**src/rtl/rail_pwr_responder.sv**
```systemverilog
// Rail-side enable/power-good responder: drives the load switch, qualifies PG, latches faults.
// Outputs are registered from the next state (1-cycle latency from iEN; PG_DEBOUNCE+3 from raw PG).
module rail_pwr_responder #(
  parameter int unsigned RAMP_TIMEOUT_MS  = 20,
  parameter int unsigned PG_DEBOUNCE      = 4,
  parameter int unsigned OFF_DISCHARGE_MS = 10
) (
  input  logic       iClk,
  input  logic       iRst_n,
  input  logic       iTick_1ms,
  input  logic       iEN,
  input  logic       iPG_RAW,
  input  logic       iFault_Clear,
  output logic       oRail_EN,
  output logic       oDischarge_EN,
  output logic       oPWRGD,
  output logic       oFault,
  output logic [1:0] oFault_Code,
  output logic [2:0] oState
);

  typedef enum logic [2:0] {
    ST_OFF    = 3'd0,
    ST_RAMP   = 3'd1,
    ST_ON     = 3'd2,
    ST_DISCHG = 3'd3,
    ST_FAULT  = 3'd4
  } state_t;

  localparam logic [7:0]  DB_LIM   = 8'(PG_DEBOUNCE);
  localparam logic [15:0] RAMP_LIM = 16'(RAMP_TIMEOUT_MS);
  localparam logic [15:0] DIS_LIM  = 16'(OFF_DISCHARGE_MS);

  state_t      state;
  state_t      state_nxt;
  logic [1:0]  code_nxt;
  logic        pg_meta;
  logic        pg_s;
  logic        pg_filt;
  logic [7:0]  db_cnt;
  logic [15:0] ms_cnt;
  logic [15:0] ms_inc;

  always_ff @(posedge iClk) begin
    if (!iRst_n) begin
      pg_meta <= 1'b0;
      pg_s    <= 1'b0;
      pg_filt <= 1'b0;
      db_cnt  <= 8'd0;
    end else begin
      pg_meta <= iPG_RAW;
      pg_s    <= pg_meta;
      if (pg_s != pg_filt) begin
        if (db_cnt + 8'd1 >= DB_LIM) begin
          pg_filt <= pg_s;
          db_cnt  <= 8'd0;
        end else begin
          db_cnt  <= db_cnt + 8'd1;
        end
      end else begin
        db_cnt <= 8'd0;
      end
    end
  end

  // Tick-inclusive count so a limit is met on the edge that samples the final tick.
  assign ms_inc = (iTick_1ms && (ms_cnt != 16'hFFFF)) ? ms_cnt + 16'd1 : ms_cnt;

  always_comb begin
    state_nxt = ST_OFF;
    code_nxt  = 2'd0;
    case (state)
      ST_OFF: begin
        if (iEN && pg_filt) begin
          state_nxt = ST_FAULT;
          code_nxt  = 2'd3;
        end else if (iEN) begin
          state_nxt = ST_RAMP;
        end
      end
      ST_RAMP: begin
        if (!iEN) begin
          state_nxt = ST_DISCHG;
        end else if (pg_filt) begin
          state_nxt = ST_ON;
        end else if (ms_inc >= RAMP_LIM) begin
          state_nxt = ST_FAULT;
          code_nxt  = 2'd1;
        end else begin
          state_nxt = ST_RAMP;
        end
      end
      ST_ON: begin
        if (!iEN) begin
          state_nxt = ST_DISCHG;
        end else if (!pg_filt) begin
          state_nxt = ST_FAULT;
          code_nxt  = 2'd2;
        end else begin
          state_nxt = ST_ON;
        end
      end
      ST_DISCHG: begin
        // iEN is deliberately ignored: this is the enforced minimum off time.
        if ((ms_inc >= DIS_LIM) && !pg_filt) state_nxt = ST_OFF;
        else                                 state_nxt = ST_DISCHG;
      end
      ST_FAULT: begin
        if (iFault_Clear && !iEN) begin
          state_nxt = ST_OFF;
        end else begin
          state_nxt = ST_FAULT;
          code_nxt  = oFault_Code;
        end
      end
      default: state_nxt = ST_OFF;
    endcase
  end

  always_ff @(posedge iClk) begin
    if (!iRst_n) begin
      state         <= ST_OFF;
      ms_cnt        <= 16'd0;
      oRail_EN      <= 1'b0;
      oDischarge_EN <= 1'b0;
      oPWRGD        <= 1'b0;
      oFault        <= 1'b0;
      oFault_Code   <= 2'd0;
    end else begin
      state         <= state_nxt;
      ms_cnt        <= (state_nxt != state) ? 16'd0 : ms_inc;
      oRail_EN      <= (state_nxt == ST_RAMP) || (state_nxt == ST_ON);
      oDischarge_EN <= (state_nxt == ST_DISCHG) || (state_nxt == ST_FAULT);
      oPWRGD        <= (state_nxt == ST_ON);
      oFault        <= (state_nxt == ST_FAULT);
      oFault_Code   <= code_nxt;
    end
  end

  assign oState = state;

endmodule

```
**config.mk**
```make
export PLATFORM = sky130hd
export DESIGN_NAME = rail_pwr_responder
export DESIGN_NICKNAME = d
export VERILOG_FILES = /design/src/rtl/rail_pwr_responder.sv
export SDC_FILE = /design/constraint.sdc
export NUM_CORES = 1
export LEC_CHECK = 0
export ABC_CLOCK_PERIOD_IN_PS = 3000
export CAP_MARGIN = 40
export CORE_ASPECT_RATIO = 1.5
export CORE_UTILIZATION = 45
export DETAILED_ROUTE_END_ITERATION = 16
export PLACE_DENSITY = 0.66
export SKIP_LAST_GASP = 1
export SYNTH_ARGS = -nofsm -noshare
export SYNTH_HDL_FRONTEND = slang
export SYNTH_SLANG_ARGS = --single-unit
```
**constraint.sdc**
```tcl
create_clock -name iClk -period 3 [get_ports iClk]
set_input_delay 0.9 -clock iClk [delete_from_list [all_inputs] [get_ports iClk]]
set_output_delay 0.9 -clock iClk [all_outputs]
set_load 0.02 [all_outputs]
```
==> reports/results.tsv <==
stage	metric	value	unit
place	placed cell areas	2380	µm²
die	Die Footprint	4910	µm²
final_layout	final instance area	2530	µm²
route	Antenna Violating Nets Remaining	0	
route	via count	1785	
sta	final setup vio count	0	
synthesis	Unique masters post-synth	53	
grt	largest net degree at the start of global routing	15	
sta	final hold violation count	0	
sta	unrepaired setup endpoints after global routing	no	
power_and_ir_drop	logic gate share of total power	0.164	
clock_tree	# hold bufs at CTS	0	
grt	Total GRT Usage	0.194	
critical_path	CP max FO	7	
synthesis	Synth top cells by count	dfxtp_1, nor2_1, nand2_1	
route	# DRC	2	
place	post-DP HPWL	3240	µm
power_and_ir_drop	Peak VDD IR	0.275	mV
synthesis	mean post-synth cell area	8.72	µm²
synthesis	EDFF count, synth	0	
place	PortBufs	14	
power_and_ir_drop	Reg power frac	0.495	
final_layout	layout cell share with drive strength beyond 1	0.201	
synthesis	leading area contributor after synthesis	dfxtp_1	
critical_path	Reg2Reg Depth	10	
power_and_ir_drop	Clock Power Share	0.340	
job	max-capacitance violation count	0	
route	DRT iter0 DRCs	50	
sta	final cycle utilization of the critical path	0.962	
sta	setup total negative slack	0	ps
power_and_ir_drop	PwrDens	412	nW/µm²
place	final estimated routing congestion in global placement	0.948	
route	DR pass1 iterations	10	
worst_hold_path	worst hold-check path type	reg -> reg	
power_and_ir_drop	leakage	0.992	nW
die	# rows	30	
synthesis	mapped cell area	2080	µm²
synthesis	synthesis-stage register bit count	36	
clock_tree	CTS Buf Count	5	
synthesis	Ys Warns	0	
synthesis	Synth area leaders	dfxtp_1, xor2_1, nor2_4	
grt	initial antenna violation count	0	
critical_path	Arr. time, crit path	3070	ps
synthesis	sequential fraction of the synthesis area	0.346	
clock_tree	CTS tree	built	
clock_tree	Clock Tree Buf Depth	2	
grt	grt total ovfl	0	
final_layout	Fillers	417	
sta	Worst Clk Skew	9.89	ps
run_status	outcome	finished with violations	
place	placed instance count	313	
sta	Hold WS	448	ps
die	io pins	15	
synthesis	top-area cell type share of the netlist area	0.346	
route	wire per inst	13.3	µm
final_layout	non-filler cells, final	326	
clock_tree	clock slew at reported path FFs	70	ps
sta	Slew Viols, Final	0	
clock_tree	Clock Latency Late Sink	290	ps
power_and_ir_drop	Power Internal	0.765	mW
die	DIE WIDTH	57.6	µm
synthesis	top-count cell post-synth	dfxtp_1	
final_layout	Area Overhead vs Synth	21.6	%
clock_tree	root buf cell	clkbuf_8	
final_layout	n_diodes	0	
die	Die H	85.3	µm
critical_path	CP startpoint kind	primary input	
run_status	violations in the final reports	design-rule violations	
grt	first-pass GRT wire length	7480	µm
power_and_ir_drop	NetSw	0.279	mW
synthesis	Synth async-reset ratio	0	
route	Routed WL	4340	µm
clock_tree	Sink Count	36	
die	starting density of the core	0.466	
final_layout	fin nets	286	
critical_path	Crit Path Category	in -> reg	
grt	vias in the first global route	1747	
route	Vias/cell	5.48	
final_layout	area used by multi-input combinational logic	1280	µm²
synthesis	Top FF cell, synth	dfxtp_1	
critical_path	Required @ worst endpoint	3180	ps
sta	fin crit period	2890	ps
clock_tree	H-tree depth	2	
critical_path	critical path endpoint category	flop	
synthesis	Mapped Cells	239	
sta	Peak Freq	347	MHz
die	core area	4470	µm²
worst_hold_path	cell depth of the worst hold path	1	
power_and_ir_drop	Switching Fraction	0.267	
final_layout	Reg area	721	µm²
[path summary, 6_finish.rpt]
path | to | startpoint | slack (ps)
worst max-delay path | oDischarge_EN$_SDFF_PN0_ | iTick_1ms | 110
worst min-delay path | pg_s$_SDFF_PN0_ | pg_meta$_SDFF_PN0_ | 450
worst max register to register | ms_cnt[8]$_SDFF_PP0_ | ms_cnt[8]$_SDFF_PP0_ | 210
worst min register to register | pg_s$_SDFF_PN0_ | pg_meta$_SDFF_PN0_ | 450
[routing by layer]
layer | share of wire | up-vias | wire length (µm) | GRT usage
met3 | 0.035 | 13 | 151 | 0.0320
li1 | - | 919 | - | -
met5 | 0 | - | 0 | 0
met4 | 0.038 | 0 | 164 | 0.124
met2 | 0.53 | 39 | 2280 | 0.345
met1 | 0.40 | 814 | 1740 | 0.207
[layout make-up]
type / count / share of cell area
multi-input cells: 187 / 0.507
clock buffers: 7 / 0.0341
repair buffers: 42 / 0.141
flip-flops and latches: 36 / 0.284
inverters: 5 / 0.00741
clock inverters: 1 / 0.00296
well taps: 48 / 0.0237
[flip-flops by register name (all words and copies together) (netlist names)]
signal,cells
oDischarge_EN,1
pg_s,1
oFault_Code,2
pg_meta,1
ms_cnt,16
oFault,1
oPWRGD,1
pg_filt,1
oState,3
db_cnt,8
oRail_EN,1
[repair_timing]
action,in CTS,in global routing
pin swaps,4,1
endpoints found under the setup margin,16,22
resized for setup,6,2
buffers inserted,4,1
endpoints found under the hold margin,0,0
[per-stage QoR]
stage | utilization | setup WS, ps | total power [mW]
detailed placement | 0.532 | -431 | 0.688
floorplan | - | 2.84 | 0.637
global placement | 0.532 | -371 | 0.687
finish | 0.567 | 114 | 1.04
global route | 0.567 | 0.237 | 1.10
CTS | 0.564 | 108 | 1.06
[power groups by stage]
stage,sequential (mW),combinational (mW),clock [mW]
finish,0.517,0.172,0.355
global route,0.521,0.188,0.389
CTS,0.517,0.169,0.369
detailed placement,0.528,0.159,0
global placement,0.528,0.160,0
floorplan,0.531,0.107,0
[cells in the final DEF (no fill, tap or decap), types with 3 or more instances in the layout]
cell and instances:
dfxtp_1 36, buf_4 26, nor2_1 17, nand2_1 14, clkdlybuf4s50_1 13, nand3_1 12, xor2_1 12, nor3_1 12
nor2_4 9, and3_1 9, a21oi_1 8, xnor2_1 8, a31oi_1 7, nor2b_1 7, nand4_1 6, and2_1 6
clkbuf_8 6, conb_1 6, inv_1 5, o21ai_0 5, nand2b_1 4, or3_1 3, and4_1 3, o31a_1 3
o21a_1 3
[kinds of logic after synthesis]
kind of cell	Yosys count	synth area share
other	1	0.00180
multiplexers	2	0.00961
AO/OA/AOI/OAI	42	0.151
flip-flops	36	0.346
XOR/XNOR	20	0.0841
buffers and inverters	21	0.0565
adder cells (fa/ha/maj)	3	0.0180
AND/OR/NAND/NOR	114	0.333
[critical path, cell delays in order]
cell	delay, ps
dlygate4sd2_1	210
buf_4	150
o41ai_4	110
or2_2	330
a311oi_1	210
buf_4	170
nor4_4	50
buf_4	150
buf_4	130
o31a_1	300
nor2b_2	170
o21a_1	180
Power figures use the tool's default switching activity.
